--- config.mk ---
export PLATFORM = sky130hd
export DESIGN_NAME = pipelined_adder
export DESIGN_NICKNAME = d
export VERILOG_FILES = /design/src/rtl/pipelined_adder.sv
export SDC_FILE = /design/constraint.sdc
export NUM_CORES = 1
export LEC_CHECK = 0
export ABC_AREA = 1
export CELL_PAD_IN_SITES_DETAIL_PLACEMENT = 1
export CELL_PAD_IN_SITES_GLOBAL_PLACEMENT = 2
export CORE_MARGIN = 5
export CORE_UTILIZATION = 30
export CTS_BUF_LIST = sky130_fd_sc_hd__clkbuf_16
export DETAILED_ROUTE_END_ITERATION = 6
export PLACE_DENSITY = 0.71
export SKIP_CTS_REPAIR_TIMING = 1
export SLEW_MARGIN = 20
export SYNTH_ARGS = -nofsm -noshare
export SYNTH_HDL_FRONTEND = slang
export SYNTH_SLANG_ARGS = --single-unit
--- constraint.sdc ---
create_clock -name clk -period 4.8 [get_ports clk]
set_input_delay 1.2 -clock clk [delete_from_list [all_inputs] [get_ports clk]]
set_output_delay 1.2 -clock clk [all_outputs]
set_load 0.005 [all_outputs]
--- src/rtl/pipelined_adder.sv ---
// Pipelined ripple-carry add/subtract: WIDTH bits split into STAGES registered carry slices,
// valid/ready on both sides. Define PIPE_ADDER_OVF_EN to add the signed-overflow output `ovf`.
module pipelined_adder #(
  parameter int WIDTH  = 16,
  parameter int STAGES = 4
) (
  input  logic             clk,
  input  logic             rst,
  input  logic             in_valid,
  output logic             in_ready,
  input  logic [WIDTH-1:0] a,
  input  logic [WIDTH-1:0] b,
  input  logic             cin,
  input  logic             sub,
  output logic             out_valid,
  input  logic             out_ready,
  output logic [WIDTH-1:0] sum,
  output logic             cout
`ifdef PIPE_ADDER_OVF_EN
  ,
  output logic             ovf
`endif
);

  localparam int W = (STAGES > 0) ? (WIDTH / STAGES) : 1;
  localparam int L = STAGES - 1;

  if (WIDTH < 1 || STAGES < 1 || STAGES > WIDTH || (WIDTH % STAGES) != 0) begin : g_param_check
    $error("pipelined_adder: illegal WIDTH/STAGES combination");
  end

  logic             adv;

  logic             valid_q [STAGES];
  logic             valid_d [STAGES];
  logic [WIDTH-1:0] a_q     [STAGES];
  logic [WIDTH-1:0] a_d     [STAGES];
  logic [WIDTH-1:0] b_q     [STAGES];
  logic [WIDTH-1:0] b_d     [STAGES];
  logic [WIDTH-1:0] sum_q   [STAGES];
  logic [WIDTH-1:0] sum_d   [STAGES];
  logic             carry_q [STAGES];
  logic             carry_d [STAGES];

  // Per-stage inputs: stage 0 sees the port operands, stage k sees stage k-1's registers.
  logic             src_v [STAGES];
  logic [WIDTH-1:0] src_a [STAGES];
  logic [WIDTH-1:0] src_b [STAGES];
  logic [WIDTH-1:0] src_s [STAGES];
  logic             src_c [STAGES];
  logic [W:0]       slice [STAGES];

  assign adv       = !valid_q[L] || out_ready;
  assign in_ready  = adv;
  assign out_valid = valid_q[L];
  assign sum       = sum_q[L];
  assign cout      = carry_q[L];

  // Next-state of every stage: subtract is folded in at entry as ~b plus inverted carry.
  always_comb begin
    src_v[0] = in_valid;
    src_a[0] = a;
    src_b[0] = sub ? ~b : b;
    src_c[0] = sub ? ~cin : cin;
    src_s[0] = '0;
    for (int k = 1; k < STAGES; k++) begin
      src_v[k] = valid_q[k-1];
      src_a[k] = a_q[k-1];
      src_b[k] = b_q[k-1];
      src_c[k] = carry_q[k-1];
      src_s[k] = sum_q[k-1];
    end
    for (int k = 0; k < STAGES; k++) begin
      slice[k] = {1'b0, src_a[k][k*W +: W]} + {1'b0, src_b[k][k*W +: W]} + {{W{1'b0}}, src_c[k]};
      valid_d[k] = src_v[k];
      a_d[k]     = src_a[k];
      b_d[k]     = src_b[k];
      carry_d[k] = slice[k][W];
      sum_d[k]   = src_s[k];
      sum_d[k][k*W +: W] = slice[k][W-1:0];
    end
  end

  // Stage registers: synchronous clear, whole pipe advances together or holds.
  always_ff @(posedge clk) begin
    if (rst) begin
      for (int k = 0; k < STAGES; k++) begin
        valid_q[k] <= 1'b0;
        a_q[k]     <= '0;
        b_q[k]     <= '0;
        sum_q[k]   <= '0;
        carry_q[k] <= 1'b0;
      end
    end else if (adv) begin
      for (int k = 0; k < STAGES; k++) begin
        valid_q[k] <= valid_d[k];
        a_q[k]     <= a_d[k];
        b_q[k]     <= b_d[k];
        sum_q[k]   <= sum_d[k];
        carry_q[k] <= carry_d[k];
      end
    end
  end

`ifdef PIPE_ADDER_OVF_EN
  logic ovf_d;
  logic ovf_q;

  // Carry into the MSB recovered from the MSB sum bit; overflow when it differs from carry out.
  always_comb begin
    ovf_d = (src_a[L][WIDTH-1] ^ src_b[L][WIDTH-1] ^ sum_d[L][WIDTH-1]) ^ carry_d[L];
  end

  // Overflow flag is registered alongside the final slice.
  always_ff @(posedge clk) begin
    if (rst) begin
      ovf_q <= 1'b0;
    end else if (adv) begin
      ovf_q <= ovf_d;
    end
  end

  assign ovf = ovf_q;
`endif

endmodule

== Word-level counts from Yosys, hierarchy flattened ==
Memories as Yosys holds them, arrays and structs flattened.
Cells that the tools add are included.

* Register bits: 0
* Memory bits (writable): 200
* Bits of input ports: 38
* Output and inout bits: 19
* Word-level logic and storage cells: 64
* Memories: 5

{| class="wikitable"
|+ Memory list
! name !! depth !! width !! read ports !! clocked after Yosys merged registers in !! write ports !! RTL line !! RTL
|-
| a_q || 4 || 16 || 3 || 0 || 4 || 36 || <nowiki>logic [WIDTH-1:0] a_q [STAGES];</nowiki>
|-
| b_q || 4 || 16 || 3 || 0 || 4 || 38 || <nowiki>logic [WIDTH-1:0] b_q [STAGES];</nowiki>
|-
| sum_q || 4 || 16 || 4 || 0 || 4 || 40 || <nowiki>logic [WIDTH-1:0] sum_q [STAGES];</nowiki>
|-
| carry_q || 4 || 1 || 4 || 0 || 4 || 42 || <nowiki>logic carry_q [STAGES];</nowiki>
|-
| valid_q || 4 || 1 || 4 || 0 || 4 || 34 || <nowiki>logic valid_q [STAGES];</nowiki>
|}

* Add/sub/neg operators: 8
* Multiplexer cells: 27
* Bitwise logic cells: 22
* Reduce and logical (&&, ||, !) cells: 2

{| class="wikitable"
|+ Operators by type and width
! kind !! count
|-
| $mux W16 || 13
|-
| $add A4 B4 Y5 || 4
|-
| $add A5 B1 Y5 || 4
|-
| $or A1 B1 Y1 || 20
|-
| $not A16 Y16 || 1
|-
| $mux W1 || 14
|-
| $logic_not A1 Y1 || 1
|-
| $logic_or A1 B1 Y1 || 1
|-
| $not A1 Y1 || 1
|}

== Depth between registers and ports, before layout ==
An unclocked memory read counts as a cell.

* Word-level depth: 7
* Mapped depth: 9
* Mapped depth without buffers: 7

== Worst setup path before layout ==
Ideal clock, no wire load.

* Path type: input-to-reg
* Start: input rst
* End: memory a_q[0][10], enable pin
* Library setup time: 1.144 ns
* Data arrival time: 3.453 ns
* Slack: 0.204 ns
* Stages: 2
* Cell sequence: inv_1 > nand3_1

{| class="wikitable"
|+ RTL lines
! element !! RTL line !! RTL
|-
| start: declaration || 8 || <nowiki>input logic rst,</nowiki>
|-
| end: declaration || 36 ||
|}

== Worst setup path after layout ==
* Start: input out_ready
* End: output in_ready

* Longest elaborated chain between the ends: 1

{| class="wikitable"
|+ Ends and longest elaborated chain
! element !! RTL line !! RTL
|-
| start: declaration || 16 || <nowiki>input logic out_ready,</nowiki>
|-
| $logic_or A1 B1 Y1 || 53 || <nowiki>assign adv = !valid_q[L] || out_ready;</nowiki>
|-
| end: declaration || 10 || <nowiki>output logic in_ready,</nowiki>
|}

No other way between the ends.

==> reports/metrics.cfg <==
[global_route]
antenna_found_initial = 0
grt_pass1_wl_microns = 13500
first_global_vias = 2856
grt_usage_pct = 8.77
grt_overflow_total = 0
grt_max_degree = 60

[setup_path]
worst_path_max_delay_cell = clkdlybuf4s50_1
crit_path_end_kind = output pin
r2r-end = sum_q[0][62]
crit_type = input port to output pin
path_cells = clkdlybuf4s50_1 > inv_1 > nand2_2 > clkdlybuf4s50_1
r2r_cells = 4
cp_num_cells = 4
r2r_slack_ps = 2880
crit_end = in_ready
arrival_ps = 2410
cp-start-kind = input port
cp_num_buf_inv = 3
cpPeakStageDelay_ps = 540
timing.rr.start = valid_q[0][3]
crit_path_max_fanout = 2
path_delay_family = buffers and inverters
startpoint = out_ready
cp.required_ps = 3600
crit_top_cell = clkdlybuf4s50_1

[sta]
timing.final.ws_setup_ps = 1190
final_hold_viol_count = 0
worst_pin_slew_ps = 771
finalCriticalPeriod_ps = 3610
drv_slew = 0
setup_viol = 0
slew_headroom_pct = 48.6
fmax_mhz = 277
skew_ps = 8.31
setup-tns-final_ps = 0
period_share_pct = 75.1
rsz0062_at_grt = false

[place]
place.gp.congestion = 0.716
place_ws_ps = 1190
hpwl_microns = 5460
placed_area_sq_um = 5680
place_inst = 645
io_buffers = 56

[yosys]
synth_edf_count = 96
ys_warn_count = 0
ys_seq_elements = 96
synthCells = 374
synth_fp_nets = 432
synthDistinctLibCells = 19
netlist_area_sq_um = 4960
synth-main-ff-cell = edfxtp_1
synth_area_leaders = edfxtp_1 (58%), nor2_4 (16%), inv_1 (6.4%), buf_12 (3.2%), fa_1 (3.2%)
ys_seq_area_share_pct = 58.1
synth_commonest_cells = edfxtp_1 (96), inv_1 (85), nor2_4 (70), nor2_1 (28), nand2_1 (24)
yosysTopAreaCellShare_pct = 58.1
synth.most_common_cell = edfxtp_1
yosysTopAreaCell = edfxtp_1
ys_async_sr_fraction_pct = 0
synth.avg_cell_area_sq_um = 13.3

[finish]
diodes = 0
drive_gt1_share_pct = 21.1
post-route-cell-area_sq_um = 5940
nets = 494
area_growth_pct = 19.7
fill_cells = 1754
layout.cells.non_filler = 661

[detailed_routing]
drc = 0
drt-wirelength-per-cell_microns = 11.8
wl_microns = 7820
viasPerCell = 3.89
antenna_left = 0
vias = 2571
drt_iter0_markers = 149
drtPass1Iterations = 3

[pwr]
ir_drop_mv = 0.162
p_per_area_nw_per_um2 = 328
leakage_uw = 0.00231
power_uw = 1950

[die]
start_util_pct = 30.3
die_height_microns = 139
dieWidth_microns = 139
fp.dieArea_sq_um = 19200
core-area_sq_um = 16400
io_pins = 57
fp-row-count = 47

[worst_hold_path]
hold_class = flip-flop to flip-flop
hold_start = b_q[0][9]

[cts]
cts_tree = built
htreeDepth = 3
root_buffer = clkbuf_16
clkTransAtPathRegs_ps = 60
clk_latency_ps = 340
clock_path_buffers = 2
cts_sinks = 96
numCtsBuffers = 9

[outcome]
status = complete, no violations

[run]
cap_violations = 0

-- how the worst min path moves through the flow --
stage                     depth (start not counted)       endpoint  slack, ps
after detailed placement                          2     b_q[0][24]        560
after CTS                                         2     b_q[0][25]        570
final                                             2     b_q[0][25]        570
after global placement                            2  valid_q[0][2]        520
after floorplan                                   2     b_q[0][47]        520
after global routing                              2     b_q[0][24]        580
-- kinds of logic (layout without fill, tap and decap cells) --
logic type	Yosys count	count (layout)	share of synthesized area [%]
and+or+nand+nor	133	133	21.2
buffers and inverters	98	165	10.4
DFF	96	96	58.1
adders and majority gates	20	20	6.25
xor gates and xnor gates	17	17	3.00
AOI/OAI and AO/OA	10	10	1.01
-- layout make-up --
class	instances	area (sq um)	area share (%)
inverters	86	323	5.43
well taps	220	275	4.63
repair buffers	63	613	10.3
clock inverters	7	40.0	0.674
flip-flops and latches	96	2880	48.5
multi-input cells	180	1580	26.7
clock buffers	9	225	3.79
-- routing by layer --
| metal | vias to the layer above | routed length [microns] | GRT usage [%] |
|---|---|---|---|
| li1 | 1283 | - | - |
| met1 | 1234 | 3340 | 10.0 |
| met2 | 43 | 4010 | 15.2 |
| met3 | 11 | 298 | 2.34 |
| met4 | 0 | 170 | 4.33 |
| met5 | - | 0 | 0 |
-- state kept, by name (all words and copies together), names as in the netlist --
signal and count:
carry_q 4, sum_q 40, b_q 24, valid_q 4
a_q 24
-- power by group --
part           switching, uW  internal, uW
clock network            308           348
registers               21.1           994
logic                    150           125
total                    479          1470
-- through the flow --
step | hold slack [ps] | utilization (%)
3_3_place_gp | 523 | 34.6
3_5_place_dp | 555 | 34.6
4_1_cts | 572 | 36.2
2_1_floorplan | 519 | -
5_1_grt | 585 | 36.2
6_report | 567 | 36.2
-- layout by cell type, fill, tap and decap left out --
master | netlist | routed
edfxtp_1 | 96 | 96
inv_1 | 85 | 88
nor2_4 | 70 | 70
clkdlybuf4s50_1 | 0 | 56
nor2_1 | 28 | 28
nand2_1 | 24 | 24
xnor2_1 | 12 | 12
ha_1 | 12 | 12
a21oi_1 | 10 | 10
clkbuf_16 | 0 | 9
fa_1 | 8 | 8
buf_4 | 1 | 7
xor2_1 | 5 | 5
nand3_1 | 6 | 5
nor3b_1 | 3 | 3
inv_6 | 0 | 2
nand2_2 | 1 | 1
nand2_8 | 0 | 1
nand3_4 | 0 | 1
inv_2 | 1 | 1
clkinvlp_4 | 0 | 1
clkinv_1 | 0 | 1
-- tightest hold or removal path, stage by stage (launching register included) --
cell	delay [ps]
edfxtp_1	320
inv_1	60
nor2_4	90
(Power assumes the default switching activity.)
